### src/rtl/minmax_scanner.sv
`default_nettype none
// ============================================================================
// Module   : minmax_scanner
// Brief    : Scans COUNT words of a 1-cycle-latency RAM from BASE and returns
//            the running max/min (signed or unsigned). Optional argmax/argmin
//            index outputs are built when MINMAX_ARGIDX_EN is defined.
// Revision : 1.0 - initial release
// ============================================================================
module minmax_scanner #(
  parameter int DW = 8,
  parameter int AW = 8
) (
  input  logic          clk,
  input  logic          reset_n,
  input  logic          start,
  input  logic [AW-1:0] base_addr,
  input  logic [AW-1:0] count,
  input  logic          signed_mode,
  output logic          busy,
  output logic          done,
  output logic          result_valid,
  output logic          mem_rd,
  output logic [AW-1:0] mem_addr,
  input  logic [DW-1:0] mem_rdata,
  output logic [DW-1:0] max_val,
  output logic [DW-1:0] min_val
`ifdef MINMAX_ARGIDX_EN
  ,
  output logic [AW-1:0] max_idx,
  output logic [AW-1:0] min_idx
`endif
);

  typedef enum logic [1:0] {
    S_IDLE  = 2'd0,
    S_READ  = 2'd1,
    S_CHECK = 2'd2,
    S_DONE  = 2'd3
  } state_t;

  localparam logic [AW-1:0] c_one = {{(AW-1){1'b0}}, 1'b1};

  state_t        r_state;
  state_t        w_state_nxt;
  logic [AW-1:0] r_addr;
  logic [AW-1:0] r_offset;
  logic [AW-1:0] r_count;
  logic          r_signed;
  logic          r_result_valid;
  logic [DW-1:0] r_max;
  logic [DW-1:0] r_min;

  logic [AW-1:0] w_offset_inc;
  logic          w_first;
  logic          w_last;
  logic          w_gt;
  logic          w_lt;
  logic          w_upd_max;
  logic          w_upd_min;

  assign w_offset_inc = r_offset + c_one;
  assign w_first      = (r_offset == '0);
  assign w_last       = (w_offset_inc == r_count);
  assign w_gt = r_signed ? ($signed(mem_rdata) > $signed(r_max)) : (mem_rdata > r_max);
  assign w_lt = r_signed ? ($signed(mem_rdata) < $signed(r_min)) : (mem_rdata < r_min);
  // Strict compares: ties keep the earliest element and its index.
  assign w_upd_max = (r_state == S_CHECK) && (w_first || w_gt);
  assign w_upd_min = (r_state == S_CHECK) && (w_first || w_lt);

  always_ff @(posedge clk or negedge reset_n) begin
    if (!reset_n) begin
      r_state <= S_IDLE;
    end else begin
      r_state <= w_state_nxt;
    end
  end

  always_comb begin
    w_state_nxt = r_state;
    busy        = 1'b0;
    done        = 1'b0;
    mem_rd      = 1'b0;
    case (r_state)
      S_IDLE: begin
        if (start) begin
          w_state_nxt = (count == '0) ? S_DONE : S_READ;
        end
      end
      S_READ: begin
        busy        = 1'b1;
        mem_rd      = 1'b1;
        w_state_nxt = S_CHECK;
      end
      S_CHECK: begin
        busy        = 1'b1;
        w_state_nxt = w_last ? S_DONE : S_READ;
      end
      S_DONE: begin
        busy        = 1'b1;
        done        = 1'b1;
        w_state_nxt = S_IDLE;
      end
      default: w_state_nxt = S_IDLE;
    endcase
  end

  always_ff @(posedge clk or negedge reset_n) begin
    if (!reset_n) begin
      r_addr         <= '0;
      r_offset       <= '0;
      r_count        <= '0;
      r_signed       <= 1'b0;
      r_result_valid <= 1'b0;
    end else begin
      if (r_state == S_IDLE && start) begin
        r_result_valid <= 1'b0;
        if (count != '0) begin
          r_addr   <= base_addr;
          r_offset <= '0;
          r_count  <= count;
          r_signed <= signed_mode;
        end
      end else if (r_state == S_CHECK) begin
        if (w_last) begin
          r_result_valid <= 1'b1;
        end else begin
          r_addr   <= r_addr + c_one;
          r_offset <= w_offset_inc;
        end
      end
    end
  end

  always_ff @(posedge clk or negedge reset_n) begin
    if (!reset_n) begin
      r_max <= '0;
      r_min <= '0;
    end else begin
      if (w_upd_max) r_max <= mem_rdata;
      if (w_upd_min) r_min <= mem_rdata;
    end
  end

`ifdef MINMAX_ARGIDX_EN
  logic [AW-1:0] r_max_idx;
  logic [AW-1:0] r_min_idx;

  always_ff @(posedge clk or negedge reset_n) begin
    if (!reset_n) begin
      r_max_idx <= '0;
      r_min_idx <= '0;
    end else begin
      if (w_upd_max) r_max_idx <= r_offset;
      if (w_upd_min) r_min_idx <= r_offset;
    end
  end

  assign max_idx = r_max_idx;
  assign min_idx = r_min_idx;
`endif

  assign mem_addr     = r_addr;
  assign result_valid = r_result_valid;
  assign max_val      = r_max;
  assign min_val      = r_min;

endmodule
`default_nettype wire

### config.mk
export PLATFORM = sky130hd
export DESIGN_NAME = minmax_scanner
export DESIGN_NICKNAME = d
export VERILOG_FILES = /design/src/rtl/minmax_scanner.sv
export SDC_FILE = /design/constraint.sdc
export NUM_CORES = 1
export LEC_CHECK = 0
export BUFFER_PORTS_ARGS = -buffer_cell sky130_fd_sc_hd__buf_2
export CELL_PAD_IN_SITES_DETAIL_PLACEMENT = 0
export CELL_PAD_IN_SITES_GLOBAL_PLACEMENT = 1
export CORE_MARGIN = 5
export CORE_UTILIZATION = 43
export CTS_BUF_LIST = sky130_fd_sc_hd__clkbuf_2
export DETAILED_ROUTE_END_ITERATION = 7
export PLACE_DENSITY_LB_ADDON = 0.3
export SETUP_SLACK_MARGIN = 0.1
export SYNTH_ARGS = -nofsm -noshare
export SYNTH_HDL_FRONTEND = slang
export SYNTH_SLANG_ARGS = --single-unit
export TNS_END_PERCENT = 20
### constraint.sdc
create_clock -name clk -period 3.45 [get_ports clk]
set_input_delay 0.1725 -clock clk [delete_from_list [all_inputs] [get_ports clk]]
set_output_delay 0.1725 -clock clk [all_outputs]
set_load 0.02 [all_outputs]
==> impl_metrics.env <==
export IMPL_grt_overflow_total=0
export IMPL_status="finished, final reports clean"
export IMPL_synth_top_cell_by_area="dfrtp_1"
export IMPL_power_density_nw_per_um2=886.1
export IMPL_gr_usage_all_layers_pct=19.54
export IMPL_clockBufferDepth=2
export IMPL_dr_wl_met3_um=447
export IMPL_cpPeakStageDelay_ns=0.51
export IMPL_numCtsBuffers=5
export IMPL_pre_cts_slack_ns=0.6776
export IMPL_gp_congestion=0.8571
export IMPL_finalMaxSlewViolations=0
export IMPL_die_x_um=94.47
export IMPL_p_sw_share_pct=51.37
export IMPL_drtAntennaViolNets=0
export IMPL_setup_slack_ns=0.6369
export IMPL_cts_reportedPaths_clkPinSlew_ns=0.25
export IMPL_fin_skew_ns=0.02020
export IMPL_cts_sinks=44
export IMPL_grt_max_degree=45
export IMPL_leakagePower_nw=1.707
export IMPL_post_synth_most_frequent_cells="nand2_1, dfrtp_1, o211ai_1"
export IMPL_syn_cell_area_um2=3068
export IMPL_synth_seq_cells=44
export IMPL_drive_gt1_share_pct=17.97
export IMPL_first_global_vias=2740
export IMPL_comb_power_share_pct=61.6
export IMPL_wl_per_cell_um=16.25
export IMPL_maxCapViolations=0
export IMPL_core_area_um2=6869
export IMPL_reg2reg_from="r_offset[0]"
export IMPL_die_area_um2=8924
export IMPL_max_slew_margin_pct=30.87
export IMPL_finalSetupTns_ns=0
export IMPL_diodes=0
export IMPL_wl_um=8436
export IMPL_hpwlAfterDp_um=5996
export IMPL_yosys_warnings=0
export IMPL_path_class="reg2reg"
export IMPL_endpoint_kind="flop"
export IMPL_clk_latency_ns=0.43
export IMPL_met2_length_um=3722
export IMPL_dieHeight_um=94.47
export IMPL_port_buffer_count=55
export IMPL_power_frac_seq_pct=31.1
export IMPL_dr_pass1_iters=5
export IMPL_yosysSeqAreaShare_pct=35.89
export IMPL_cts_tree="done"
export IMPL_setup_violations=0
export IMPL_fin_crit_ns=2.813
export IMPL_arrival_ns=3.18
export IMPL_initial_core_util_pct=44.66
export IMPL_ys_dominant_reg_cell="dfrtp_1"
export IMPL_cp_start_kind="flop"
export IMPL_min_from="start"
export IMPL_hold_class="in2reg"
export IMPL_r2r_setup_slack_ns=0.64
export IMPL_vias=2907
export IMPL_timing_rr_end="mem_addr[1]"
export IMPL_syn_instance_count=356
export IMPL_ios=56
export IMPL_synth_most_common_cell="nand2_1"
export IMPL_grt_pass1_wl_um=13890
export IMPL_rsz0062_at_grt="false"
export IMPL_h_tree_depth=2
export IMPL_drt_met1_wl_um=4207
export IMPL_rows=30
export IMPL_p_switching_mw=1.649
export IMPL_synth_top_area_share_pct=35.89
export IMPL_drc=0
export IMPL_p_clk_share_pct=7.4
export IMPL_synth_edff_count=0
export IMPL_antenna_found_initial=0
export IMPL_hold_viol=0
export IMPL_timing_critical_path_fanout_max=9
export IMPL_viasPerCell=5.601
export IMPL_synth_distinct_cells=54
export IMPL_async_flop_share_pct=100.0
export IMPL_synth_area_leaders="dfrtp_1, o211ai_1, ha_1"
export IMPL_r2r_cells=7
export IMPL_hold_depth=3
export IMPL_synth_nets=402
export IMPL_required_ns=3.81
export IMPL_nets=468
export IMPL_synthToLayoutAreaGrowth_pct=18.07
export IMPL_routed_top_layer="met4"
export IMPL_drt_iter0_markers=204
export IMPL_min_to="r_state[1]"
export IMPL_fin_crit_sh_pct=81.54
export IMPL_peakVddDrop_mv=0.3956
export IMPL_crit_slowest_cell="dfrtp_1"
export IMPL_p_int_mw=1.561
export IMPL_path_cells="ha_1 > nand2_1 > or3_1 > a221o_1 > nor3_4 > a21oi_2 > mux2_4"
export IMPL_holdWs_ns=0.09132
export IMPL_worst_pin_slew_ns=1.037
export IMPL_cts_root_buf="clkbuf_2"
export IMPL_syn_area_per_cell_um2=8.618
export IMPL_fmax_mhz=355.5
## routing by layer
layer / global-route usage [%] / up-vias
met5: 0 / -
met1: 29.45 / 1377
met2: 29.31 / 90
li1: - / 1434
met4: 4.207 / 0
met3: 3.267 / 6
## cells by family after synthesis
family	Yosys count	synth area share (%)
AND/OR/NAND/NOR	119	18.88
adder cells (fa/ha/maj)	18	7.341
AO/OA/AOI/OAI	120	28.14
multiplexers	5	1.794
flip-flops	44	35.89
buffers and inverters	40	5.098
XOR/XNOR	10	2.855
## power groups by stage
| stage | sequential, mW | combinational, mW | clock [mW] |
|---|---|---|---|
| floorplan | 1.09 | 1.31 | 0 |
| global placement | 0.999 | 1.93 | 0 |
| detailed placement | 1.00 | 1.96 | 0 |
| CTS | 0.994 | 1.98 | 0.246 |
| global route | 1.03 | 2.19 | 0.264 |
| finish | 0.997 | 1.98 | 0.236 |
## registers in the layout (all words and copies together) (netlist names)
| name | cells |
|---|---|
| r_offset | 8 |
| mem_addr | 8 |
| r_signed | 1 |
| r_state | 2 |
| r_count | 8 |
| max_val | 8 |
| result_valid | 1 |
| min_val | 8 |
## worst max-delay path, delay by kind of cell (launching register included)
kind	cells	cell delay [ns]
fa+ha+maj	1	0.35
mux	1	0.33
simple gates	3	0.94
compound gates	2	0.62
flops	1	0.51
## worst max-delay path by stage
| stage | depth (start not counted) | startpoint | endpoint |
|---|---|---|---|
| 2_1_floorplan | 8 | r_offset[1] | mem_addr[1] |
| 3_3_place_gp | 7 | r_offset[0] | mem_addr[1] |
| 3_5_place_dp | 7 | r_offset[0] | mem_addr[1] |
| 4_1_cts | 7 | r_offset[0] | mem_addr[1] |
| 5_1_grt | 7 | r_offset[0] | mem_addr[1] |
| 6_report | 7 | r_offset[0] | mem_addr[1] |
## timing repair
action / in CTS / in global routing
resized for setup: 0 / 0
hold buffers: 13 / 1
buffers inserted: 0 / 0
endpoints found under the hold margin: 56 / 1
## cells in the final DEF (no fill, tap or decap), drive strengths merged, types with 4 or more instances in the layout
| cell type | count |
|---|---|
| o22ai | 4 |
| nor2b | 4 |
| o21a | 6 |
| a211oi | 5 |
| a31oi | 5 |
| a22oi | 16 |
| o21ai | 13 |
| and2 | 11 |
| clkbuf | 5 |
| buf | 60 |
| ha | 18 |
| mux2i | 4 |
| inv | 25 |
| a21oi | 11 |
| dfrtp | 44 |
| nand2 | 56 |
| o211ai | 32 |
| nand3 | 11 |
| a21o | 6 |
| nand2b | 5 |
| dlygate4sd3 | 14 |
| xnor2 | 6 |
| nor2 | 14 |
| xor2 | 4 |
## final cells by class
class,instances,area (µm²)
multi-input combinational,272,1810
timing repair buffer,74,452.9
sequential,44,1101
tap,96,120.1
fill,661,3247
clock buffer,5,25.02
inverter,25,93.84
clock inverter,3,18.77
## per-stage QoR
step | cell area (µm²) | std cells | power, mW | utilization [%]
6_report | 3622 | 519 | 3.210 | 52.73
5_1_grt | 3622 | 519 | 3.491 | 52.73
4_1_cts | 3612 | 518 | 3.220 | 52.59
3_5_place_dp | 3438 | 497 | 2.964 | 50.05
3_3_place_gp | 3438 | 497 | 2.931 | 50.05
2_1_floorplan | 3068 | 356 | 2.404 | -
(Power assumes the default switching activity.)
